===== src/rtl/mem_stage_pkg.sv =====
// Shared ISA opcodes, datapath parameters and MEM-stage helpers.
package mem_stage_pkg;

    localparam int DATA_W      = 32;
    localparam int TIMEOUT_CYC = 64;

    localparam logic [5:0] OP_NOP  = 6'h00;
    localparam logic [5:0] OP_ADD  = 6'h01;
    localparam logic [5:0] OP_SUB  = 6'h02;
    localparam logic [5:0] OP_BEQ  = 6'h04;
    localparam logic [5:0] OP_LW   = 6'h10;
    localparam logic [5:0] OP_LH   = 6'h11;
    localparam logic [5:0] OP_LD   = 6'h12;
    localparam logic [5:0] OP_SW   = 6'h18;
    localparam logic [5:0] OP_SH   = 6'h19;
    localparam logic [5:0] OP_SD   = 6'h1A;
    localparam logic [5:0] OP_HALT = 6'h3F;

    localparam logic [DATA_W-1:0] MEM_NOP = '0;

    typedef enum logic [1:0] {
        ST_IDLE  = 2'd0,
        ST_BEAT0 = 2'd1,
        ST_BEAT1 = 2'd2,
        ST_DONE  = 2'd3
    } state_t;

    function automatic logic is_mem(input logic [5:0] op);
        return op inside {OP_LW, OP_LH, OP_LD, OP_SW, OP_SH, OP_SD};
    endfunction

    function automatic logic is_store(input logic [5:0] op);
        return op inside {OP_SW, OP_SH, OP_SD};
    endfunction

    function automatic logic is_half(input logic [5:0] op);
        return (op == OP_LH) || (op == OP_SH);
    endfunction

    function automatic logic is_dword(input logic [5:0] op);
        return (op == OP_LD) || (op == OP_SD);
    endfunction

    function automatic logic aligned(input logic [5:0] op, input logic [2:0] a);
        logic ok;
        ok = 1'b1;
        if ((op == OP_LW) || (op == OP_SW)) ok = (a[1:0] == 2'b00);
        else if (is_half(op))               ok = !a[0];
        else if (is_dword(op))              ok = (a == 3'b000);
        return ok;
    endfunction

endpackage


===== src/rtl/mem_stage_if.sv =====
// Data-memory request/acknowledge port between the MEM stage and memory.
interface mem_stage_if #(
    parameter int WIDTH = 32
) ();
    logic             mem_req;
    logic             mem_we;
    logic [WIDTH-1:0] mem_addr;
    logic [3:0]       mem_be;
    logic [WIDTH-1:0] mem_wdata;
    logic             mem_ack;
    logic [WIDTH-1:0] mem_rdata;

    modport master (
        output mem_req, mem_we, mem_addr, mem_be, mem_wdata,
        input  mem_ack, mem_rdata
    );

    modport slave (
        input  mem_req, mem_we, mem_addr, mem_be, mem_wdata,
        output mem_ack, mem_rdata
    );
endinterface


===== src/rtl/mem_stage_align.sv =====
// Byte-lane steering: byte enables, store data replication, load extraction.
module mem_align
    import mem_stage_pkg::*;
#(
    parameter int WIDTH = DATA_W
) (
    input  logic [5:0]       op,
    input  logic [1:0]       addr_lo,
    input  logic [WIDTH-1:0] z,
    input  logic [WIDTH-1:0] rdata,
    output logic [3:0]       be,
    output logic [WIDTH-1:0] wdata,
    output logic [WIDTH-1:0] ld_data
);
    logic [15:0] half;

    always_comb begin
        half    = addr_lo[1] ? rdata[31:16] : rdata[15:0];
        be      = 4'b1111;
        wdata   = z;
        ld_data = rdata;
        if (is_half(op)) begin
            // aligned halves only reach here, so the shift is 0 or 2 lanes
            be      = 4'b0011 << addr_lo;
            wdata   = {(WIDTH/16){z[15:0]}};
            ld_data = {{(WIDTH-16){half[15]}}, half};
        end
    end
endmodule


===== src/rtl/mem_stage.sv =====
// Pipeline MEM stage: passes ALU results through, runs loads/stores over a req/ack port.
//   state | meaning
//   IDLE  | accept next op; non-memory ops register straight through
//   BEAT0 | first (or only) word access outstanding
//   BEAT1 | second word of LD/SD at Addr+4
//   DONE  | results visible to writeback, upstream released
module mem_stage
    import mem_stage_pkg::*;
#(
    parameter int WIDTH   = DATA_W,
    parameter int TIMEOUT = TIMEOUT_CYC
) (
    input  logic             clk,
    input  logic             rst_n,
    input  logic [WIDTH-1:0] IR_in,
    input  logic [WIDTH-3:0] PC_in,
    input  logic [WIDTH-1:0] Z_in,
    input  logic [WIDTH-1:0] Addr_in,
    mem_stage_if.master      mem,
    output logic [WIDTH-1:0] IR_out,
    output logic [WIDTH-3:0] PC_out,
    output logic [WIDTH-1:0] Z_out,
    output logic [WIDTH-1:0] Z_hi,
    output logic             IsStall,
    output logic             MemErr
);
    localparam int CW = $clog2(TIMEOUT + 1);

    state_t           state, state_nx;
    logic [WIDTH-1:0] ir_q, z_q, addr_q, lo_q;
    logic [WIDTH-3:0] pc_q;
    logic [CW-1:0]    cnt;
    logic [5:0]       op_in, op_q;
    logic             busy, acc_ok, acc_bad, tmo;
    logic [3:0]       be;
    logic [WIDTH-1:0] wdata, ld_data;

    assign op_in   = IR_in[WIDTH-1 -: 6];
    assign op_q    = ir_q[WIDTH-1 -: 6];
    assign busy    = (state == ST_BEAT0) || (state == ST_BEAT1);
    assign acc_ok  = (state == ST_IDLE) && is_mem(op_in) && aligned(op_in, Addr_in[2:0]);
    assign acc_bad = (state == ST_IDLE) && is_mem(op_in) && !aligned(op_in, Addr_in[2:0]);
    assign tmo     = busy && !mem.mem_ack && (cnt == CW'(TIMEOUT - 1));

    mem_align #(.WIDTH(WIDTH)) u_align (
        .op      (op_q),
        .addr_lo (addr_q[1:0]),
        .z       (z_q),
        .rdata   (mem.mem_rdata),
        .be      (be),
        .wdata   (wdata),
        .ld_data (ld_data)
    );

    assign mem.mem_req   = busy;
    assign mem.mem_we    = busy && is_store(op_q);
    assign mem.mem_addr  = busy ? {addr_q[WIDTH-1:2], 2'b00} : '0;
    assign mem.mem_be    = busy ? be : 4'b0000;
    assign mem.mem_wdata = busy ? wdata : '0;

    always_comb begin
        state_nx = state;
        IsStall  = 1'b0;
        case (state)
            ST_IDLE: begin
                if (acc_ok) begin
                    state_nx = ST_BEAT0;
                    IsStall  = 1'b1;
                end
            end
            ST_BEAT0, ST_BEAT1: begin
                // the abort cycle releases upstream so the failed op is not reissued
                IsStall = !tmo;
                if (mem.mem_ack)
                    state_nx = ((state == ST_BEAT0) && is_dword(op_q)) ? ST_BEAT1 : ST_DONE;
                else if (tmo)
                    state_nx = ST_IDLE;
            end
            ST_DONE:  state_nx = ST_IDLE;
            default:  state_nx = ST_IDLE;
        endcase
    end

    always_ff @(posedge clk or negedge rst_n) begin
        if (!rst_n) begin
            state  <= ST_IDLE;
            ir_q   <= MEM_NOP;
            pc_q   <= '0;
            z_q    <= '0;
            addr_q <= '0;
            lo_q   <= '0;
            cnt    <= '0;
            IR_out <= MEM_NOP;
            PC_out <= '0;
            Z_out  <= '0;
            Z_hi   <= '0;
            MemErr <= 1'b0;
        end else begin
            state  <= state_nx;
            MemErr <= 1'b0;
            cnt    <= (busy && !mem.mem_ack && !tmo) ? cnt + CW'(1) : '0;
            case (state)
                ST_IDLE: begin
                    if (acc_ok) begin
                        ir_q   <= IR_in;
                        pc_q   <= PC_in;
                        z_q    <= Z_in;
                        addr_q <= Addr_in;
                        IR_out <= MEM_NOP;
                    end else if (acc_bad) begin
                        MemErr <= 1'b1;
                        IR_out <= MEM_NOP;
                    end else begin
                        IR_out <= IR_in;
                        PC_out <= PC_in;
                        Z_out  <= Z_in;
                        Z_hi   <= '0;
                    end
                end
                ST_BEAT0, ST_BEAT1: begin
                    if (mem.mem_ack) begin
                        if ((state == ST_BEAT0) && is_dword(op_q)) begin
                            lo_q   <= ld_data;
                            addr_q <= addr_q + WIDTH'(4);
                        end else begin
                            IR_out <= ir_q;
                            PC_out <= pc_q;
                            if (is_store(op_q)) begin
                                Z_out <= z_q;
                                Z_hi  <= '0;
                            end else if (state == ST_BEAT1) begin
                                Z_out <= lo_q;
                                Z_hi  <= ld_data;
                            end else begin
                                Z_out <= ld_data;
                                Z_hi  <= '0;
                            end
                        end
                    end else if (tmo) begin
                        MemErr <= 1'b1;
                        IR_out <= MEM_NOP;
                    end
                end
                // writeback sees the finished op for exactly one cycle
                ST_DONE: IR_out <= MEM_NOP;
                default: ;
            endcase
        end
    end
endmodule


===== src/flat_wrapper.sv =====
// flat-port wrapper written by rule: the top's interface ports become plain ports
module mem_stage_flat import mem_stage_pkg::*;
#(
    parameter int WIDTH   = DATA_W,
    parameter int TIMEOUT = TIMEOUT_CYC
)
  (clk, rst_n, IR_in, PC_in, Z_in, Addr_in, IR_out, PC_out, Z_out, Z_hi, IsStall, MemErr, mem_mem_req, mem_mem_we, mem_mem_addr, mem_mem_be, mem_mem_wdata, mem_mem_ack, mem_mem_rdata);
  mem_stage_if #(.WIDTH(WIDTH)) mem_i ();
  input  logic clk;
  input  logic rst_n;
  input  logic [WIDTH-1:0] IR_in;
  input  logic [WIDTH-3:0] PC_in;
  input  logic [WIDTH-1:0] Z_in;
  input  logic [WIDTH-1:0] Addr_in;
  output logic [WIDTH-1:0] IR_out;
  output logic [WIDTH-3:0] PC_out;
  output logic [WIDTH-1:0] Z_out;
  output logic [WIDTH-1:0] Z_hi;
  output logic IsStall;
  output logic MemErr;
  output wire logic [$bits(mem_i.mem_req)-1:0] mem_mem_req;
  output wire logic [$bits(mem_i.mem_we)-1:0] mem_mem_we;
  output wire logic [$bits(mem_i.mem_addr)-1:0] mem_mem_addr;
  output wire logic [$bits(mem_i.mem_be)-1:0] mem_mem_be;
  output wire logic [$bits(mem_i.mem_wdata)-1:0] mem_mem_wdata;
  input wire logic [$bits(mem_i.mem_ack)-1:0] mem_mem_ack;
  input wire logic [$bits(mem_i.mem_rdata)-1:0] mem_mem_rdata;
  assign mem_mem_req = mem_i.mem_req;
  assign mem_mem_we = mem_i.mem_we;
  assign mem_mem_addr = mem_i.mem_addr;
  assign mem_mem_be = mem_i.mem_be;
  assign mem_mem_wdata = mem_i.mem_wdata;
  assign mem_i.mem_ack = mem_mem_ack;
  assign mem_i.mem_rdata = mem_mem_rdata;
  mem_stage #(.WIDTH(WIDTH), .TIMEOUT(TIMEOUT)) u_core (.clk(clk), .rst_n(rst_n), .IR_in(IR_in), .PC_in(PC_in), .Z_in(Z_in), .Addr_in(Addr_in), .mem(mem_i), .IR_out(IR_out), .PC_out(PC_out), .Z_out(Z_out), .Z_hi(Z_hi), .IsStall(IsStall), .MemErr(MemErr));
endmodule

===== config.mk =====
export PLATFORM = sky130hd
export DESIGN_NAME = mem_stage_flat
export DESIGN_NICKNAME = d
export VERILOG_FILES = /design/src/rtl/mem_stage_pkg.sv /design/src/rtl/mem_stage_if.sv /design/src/rtl/mem_stage_align.sv /design/src/rtl/mem_stage.sv /design/src/flat_wrapper.sv
export SDC_FILE = /design/constraint.sdc
export NUM_CORES = 1
export LEC_CHECK = 0
export CORE_AREA = 2 2 169 187
export CTS_CLUSTER_SIZE = 28
export DETAILED_ROUTE_END_ITERATION = 8
export DIE_AREA = 0 0 171 189
export GPL_TIMING_DRIVEN = 1
export HOLD_SLACK_MARGIN = 0.02
export PLACE_DENSITY = 0.81
export SETUP_SLACK_MARGIN = 0.05
export SLEW_MARGIN = 15
export SYNTH_ARGS = -nofsm -noshare
export SYNTH_HDL_FRONTEND = slang
export SYNTH_HIERARCHICAL = 1
export SYNTH_SLANG_ARGS = --single-unit

===== constraint.sdc =====
create_clock -name clk -period 6.1 [get_ports clk]
set_input_delay 1.525 -clock clk [delete_from_list [all_inputs] [get_ports clk]]
set_output_delay 1.525 -clock clk [all_outputs]
set_load 0.01 [all_outputs]

==> flow_metrics.tcl, run 1 <==
set metrics [dict create \
    final_hold_viol_count 0 \
    fp.coreArea_um2 30300 \
    clkSlewWorstSetupHoldPaths_ns 0.06 \
    worst-r2r-setup-slack_ns 2.96 \
    postPlaceCellArea_um2 18600 \
    ys_seq_area_frac 0.491 \
    cts_root_buffer "clkbuf_16" \
    leakagePower_nw 8.49 \
    buffer_ports.inserted 356 \
    post_synth_instance_area_um2 15000 \
    peakVddDrop_v 0.000522 \
    avgViaCountPerCell 5.63 \
    post-route-drc-count 0 \
    wirelength_mm 43.1 \
    first_pass_grt_wire_length_mm 68.1 \
    core.rowCount 67 \
    r2r-start "u_core/state[0]" \
    final_layout_size_suffix_gt1_frac 0.180 \
    dominantRegCellSynth "dfrtp_1" \
    grt_remaining_overflow 0 \
    post_synth.cell_area_avg_um2 10.9 \
    filler_cell_count 2429 \
    die-area_um2 32300 \
    area_growth_syn_to_layout_pct 30.8 \
    max_slew.worst_pin.slew_ns 1.03 \
    power_density_nw_per_um2 520 \
    synth-adder-area-share 0.00585 \
    cts_setup_buffers 0 \
    tmin_final_ns 5.03 \
    synth_edf_count 0 \
    fmax_achieved_mhz 199 \
    cp.required_ns 4.58 \
    async_flop_share 1.00 \
    crit_path_launch_type "input pin" \
    reg2reg_depth 7 \
    criticalPathCategory "input pin to output pin" \
    report.final.setup_viol 0 \
    cts.sinks 294 \
    htreeDepth 1 \
    io_pins 359 \
    netlist.area_leader.share 0.491 \
    setup_total_negative_slack_ns 0 \
    grt_pass1_vias 12200 \
    largest_net_degree_at_the_start_of_global_routing 189 \
    number_of_gates_given_a_new_drive_strength_after_cts 0 \
    die_width_um 171 \
    hold_path.startpoint "u_core/cnt[0]" \
    cts_inserted_buffers 31 \
    fin_crit_sh 0.824 \
    weighted_congestion_at_the_end_of_routability_driven_global_placement 0.851 \
    grt_setup_unrepaired "false" \
    netlist_top_cells_area "dfrtp_1 49%, mux2_2 16%, mux2i_1 4.3%" \
    start_util 0.493 \
    initialDrtViolationCount 952 \
    regArea_um2 7360 \
    yosys.cell_types.count 67 \
    synth.area.mux_share 0.209 \
    multi_input_gate_area_in_the_final_layout_um2 6970 \
    synth-simple-area-share 0.129 \
    critPathCaptureType "output pin" \
    yosysTopAreaCell "dfrtp_1" \
    timing.rr.end "u_core/IR_out[30]" \
    worst_skew_pair.late_latency_ns 0.57 \
    design_power_total_mw 10.2 \
    vias 11800 \
    final_max_slew_viol_count 0 \
    cts_max_path_buffers 3 \
    whs_path_depth 1 \
    outcome "complete, no violations" \
    nets_final 1836 \
    stdcell_area_um2 19600 \
    relative_max_transition_margin 0.313 \
    cts_tree "done" \
    antenna_violating_nets_post_route 0 \
    cp_data_arrival_time_ns 3.50 \
    maxCapViolCount 0 \
    post_synth_xor_area_fraction 0.00234 \
    final_core_util 0.645 \
    hold_path_class "register to register" \
    die_height_um 189 \
    layout_skew_ns 0.0177 \
    synth_top_family_by_area "multiplexers" \
    synthesis.instances 1379 \
    number_of_iterations_in_the_first_detailed_routing_pass 5 \
    post-dp-hpwl_mm 29.4 \
    worst-path-max-fanout 5 \
    antenna_found_initial 4 \
    ctsHoldBuffers 0 \
    routedWlPerCell_um 20.5 \
    groute.usage.overall 0.265 \
    synthesized_area_fraction_occupied_by_ao_oa_aoi_and_oai_cells 0.116 \
    yosys_warnings 6 \
    min_delay_worst_endpoint "u_core/cnt[0]" \
    yosys_register_bits 294 \
]
-- worst max-delay path by stage --
stage                          to        from  depth (start not counted)
final                     IsStall   IR_in[26]                          6
after global routing      IsStall   IR_in[26]                          6
after CTS                 IsStall   IR_in[26]                          6
after detailed placement  IsStall   IR_in[26]                          6
after global placement    IsStall   IR_in[27]                          6
after floorplan           IsStall  Addr_in[2]                          5
-- critical path, cell delays in order --
cell             delay [ns]
clkdlybuf4s50_1        0.60
nor2b_1                0.14
nor3_1                 0.42
nand2_2                0.10
a21oi_1                0.15
clkdlybuf4s50_1        0.56
-- report_power, final --
group          internal (mW)  switching [mW]  total (mW)  leakage (nW)
Combinational           2.46            2.55        5.00          4.17
Clock                   1.10           0.784        1.88         0.484
Sequential              2.72           0.569        3.29          3.84
-- per-layer routing --
metal | global-route usage | vias up | wire length [um] | part of all wire
met5 | 0 | - | 16 | 0.00037
met4 | 0.116 | 2 | 1880 | 0.044
met3 | 0.0583 | 111 | 3120 | 0.072
met2 | 0.435 | 471 | 20900 | 0.48
met1 | 0.338 | 5803 | 17200 | 0.40
li1 | - | 5457 | - | -
-- through the flow --
step / setup slack (ns) / hold WS (ns) / instances
2_1_floorplan: 1.84 / 0.433 / 1380
3_3_place_gp: 1.11 / 0.446 / 2049
3_5_place_dp: 1.07 / 0.464 / 2049
4_1_cts: 1.07 / 0.472 / 2101
5_1_grt: 0.913 / 0.496 / 2104
6_report: 1.07 / 0.464 / 2104
-- synth_stat cells, drive strengths merged, types with 2 or more instances --
cell type / instances
inv: 10
nand4: 11
o21ai: 108
nand2: 156
a22oi: 34
o22a: 5
and4bb: 2
buf: 60
and2: 72
a211oi: 3
a21oi: 57
nand2b: 6
nor2: 71
mux2: 217
ha: 7
nor3: 21
and4: 6
a2bb2oi: 3
a41o: 2
xnor2: 3
a22o: 2
o22ai: 6
a2111oi: 3
o32ai: 2
a41oi: 2
o31ai: 10
nor4: 9
a221o: 2
nand3: 18
a31oi: 8
clkbuf: 55
o2bb2ai: 2
a211o: 2
and3: 7
o21a: 20
nor2b: 4
mux2i: 65
dfrtp: 294
-- cells in the final DEF, fill, tap and decap left out, types with 34 or more instances in the layout --
cell / instances
o21ai_0: 107
a21oi_1: 56
dfrtp_1: 294
clkdlybuf4s50_1: 355
and2_1: 69
a22oi_1: 34
nor2_1: 70
mux2i_1: 65
mux2_2: 207
nand2_1: 153
-- registers in the layout, indices dropped and copies added, names as in the netlist --
register,flops
u_core/PC_out,30
u_core/cnt,7
u_core/pc_q,30
u_core/lo_q,32
u_core/MemErr,1
u_core/IR_out,32
u_core/state,2
u_core/ir_q,32
u_core/Z_hi,32
u_core/z_q,32
u_core/Z_out,32
u_core/addr_q,32
-- layout make-up --
cell class                 count  area share
sequential                   294       0.376
multi-input combinational    961       0.356
antenna                        3    0.000383
clock inverter                12     0.00748
inverter                      10     0.00192
timing repair buffer         370       0.189
tap                          414      0.0265
clock buffer                  40      0.0434
-- kinds of logic (layout without fill, tap and decap cells) --
| kind of cell | after synthesis | count (layout) |
|---|---|---|
| simple gates | 388 | 388 |
| flops | 294 | 294 |
| mux | 282 | 282 |
| compound gates | 278 | 278 |
| buf+inv | 125 | 432 |
| fa+ha+maj | 7 | 7 |
| xor+xnor | 4 | 4 |
| other cells | 1 | 5 |
(Power assumes the default switching activity.)
==> run 2: changes to the inputs <==
- clock period: 6.1 -> 5.25 ns (I/O delays scaled with it)
==> run 2 against run 1 <==
Net effect: sequential share of layout area decreased by 0.098 points; clock skew decreased by 0.0013 ns; clock power increased by 14%.
==> flow_metrics.tcl, run 2 (synthesized netlist as in run 1, its figures left out) <==
set metrics [dict create \
    worst-r2r-setup-slack_ns 2.12 \
    weighted_congestion_at_the_end_of_routability_driven_global_placement 0.889 \
    die_width_um 171 \
    r2r-start "u_core/state[0]" \
    layout_commonest_cell "clkdlybuf4s50_1" \
    cts.sinks 294 \
    relative_max_transition_margin 0.308 \
    setup_total_negative_slack_ns 0 \
    peakVddDrop_v 0.000523 \
    routedWlPerCell_um 20.4 \
    area_growth_syn_to_layout_pct 31.1 \
    timing.critical_path.max_delay_family "buffers and inverters" \
    final_layout_size_suffix_gt1_frac 0.184 \
    max_slew.worst_pin.slew_ns 1.04 \
    cts_max_path_buffers 3 \
    outcome "complete, no violations" \
    critPathCaptureType "output pin" \
    number_of_gates_given_a_new_drive_strength_after_cts 0 \
    clkSlewWorstSetupHoldPaths_ns 0.06 \
    fp.coreArea_um2 30300 \
    wirelength_mm 43.2 \
    crit_path_launch_type "input pin" \
    htreeDepth 1 \
    number_of_iterations_in_the_first_detailed_routing_pass 5 \
    ctsHoldBuffers 0 \
    tmin_final_ns 4.61 \
    fmax_achieved_mhz 217 \
    nets_final 1840 \
    layout_skew_ns 0.0164 \
    timing.rr.end "u_core/addr_q[27]" \
    mostFrequentLayoutCells "355 x clkdlybuf4s50_1, 294 x dfrtp_1, 207 x mux2_2" \
    cp_data_arrival_time_ns 3.30 \
    power_density_nw_per_um2 602 \
    die_height_um 189 \
    critical_path.cell_chain "clkdlybuf4s50_1, and2_1, nor3_1, nand2_2, a21oi_1, clkdlybuf4s50_1" \
    hold_path_class "register to register" \
    cts_inserted_buffers 31 \
    timing.hold.ws_ns 0.462 \
    worst-path-max-fanout 4 \
    post-route-drc-count 0 \
    io_pins 359 \
    cts_root_buffer "clkbuf_16" \
    crit_buf_inv 2 \
    final_core_util 0.647 \
    whs_path_depth 1 \
    start_util 0.493 \
    vias 11900 \
    leakagePower_nw 8.54 \
    grt_pass1_vias 11900 \
    antenna_violating_nets_post_route 0 \
    reg2reg_depth 7 \
    avgViaCountPerCell 5.61 \
    post-dp-hpwl_mm 29.8 \
    final_max_slew_viol_count 0 \
    worst_skew_pair.late_latency_ns 0.56 \
    report.final.setup_viol 0 \
    postPlaceCellArea_um2 18600 \
    largest_net_degree_at_the_start_of_global_routing 189 \
    fin_crit_sh 0.878 \
    stdcell_area_um2 19600 \
    core.rowCount 67 \
    hold_path.startpoint "u_core/cnt[0]" \
    buffer_ports.inserted 356 \
    antenna_found_initial 4 \
    die-area_um2 32300 \
    maxCapViolCount 0 \
    groute.usage.overall 0.263 \
    first_pass_grt_wire_length_mm 67.3 \
    min_delay_worst_endpoint "u_core/cnt[0]" \
    final_hold_viol_count 0 \
    criticalPathCategory "input pin to output pin" \
    cts_setup_buffers 0 \
    grt_remaining_overflow 0 \
    critical_path.most_common_cell "clkdlybuf4s50_1" \
    critical_path.max_stage_delay_ns 0.56 \
    grt_setup_unrepaired "false" \
    initialDrtViolationCount 941 \
    design_power_total_mw 11.8 \
    cts_tree "done" \
    cp.required_ns 3.94 \
    critical-path-slowest-cell "clkdlybuf4s50_1" \
]
## run 2: cell count changes in the layout (fill, tap and decap cells not counted)
cell | before | now
buf_4 | 12 | 15
bufinv_16 | 3 | 0
buf_12 | 2 | 3
clkinvlp_4 | 3 | 1
and2_1 | 69 | 70
clkbuf_1 | 5 | 6
and2_2 | 2 | 1
clkinv_2 | 5 | 8
clkbuf_8 | 4 | 11
## run 2: worst max-delay path by stage
stage                           from      end  slack [ns]  depth (start not counted)
after floorplan           Addr_in[2]  IsStall        1.42                          5
after global placement     IR_in[27]  IsStall        0.68                          6
after detailed placement   IR_in[27]  IsStall        0.64                          6
after CTS                  IR_in[27]  IsStall        0.64                          6
after global routing       IR_in[27]  IsStall        0.52                          6
final                      IR_in[27]  IsStall        0.64                          6
## run 2: worst register-to-register path, stage by stage (launching register included)
cell	delay, ns
dfrtp_1	0.40
inv_1	0.11
ha_4	0.68
nand3_1	0.37
nor4_4	0.68
nand4_1	0.21
a2111oi_0	0.45
a221o_1	0.17
## run 2: power by group
group | total (mW) | switching, mW | internal [mW]
Sequential | 3.82 | 0.658 | 3.16
Combinational | 5.85 | 2.97 | 2.88
Clock | 2.15 | 0.914 | 1.24
## run 2: per-stage QoR
stage          instances  setup WS (ns)
2_1_floorplan       1380           1.42
5_1_grt             2114          0.519
3_3_place_gp        2053          0.682
3_5_place_dp        2053          0.645
6_report            2114          0.641
4_1_cts             2111          0.644
## run 2: area by class of cell
cell class              count  area [um2]
clock inverters            10        56.3
well taps                 414         518
repair buffers            374        3740
multi-input cells         961        6970
fillers                  2401       10700
diodes                      3        7.51
inverters                  10        37.5
clock buffers              48         950
flip-flops and latches    294        7360
## run 2: layer usage
layer,vias up,wire length [um],global-route usage
met4,2,1580,0.0997
met1,5843,17200,0.340
met3,82,3470,0.0581
met5,-,16,0
met2,464,20900,0.433
li1,5459,-,-
==> run 3: changes to the inputs <==
- SKIP_LAST_GASP: unset -> 1
==> results of run 3 <==
No change in the layout: final DEF, timing and power equal those of run 2.
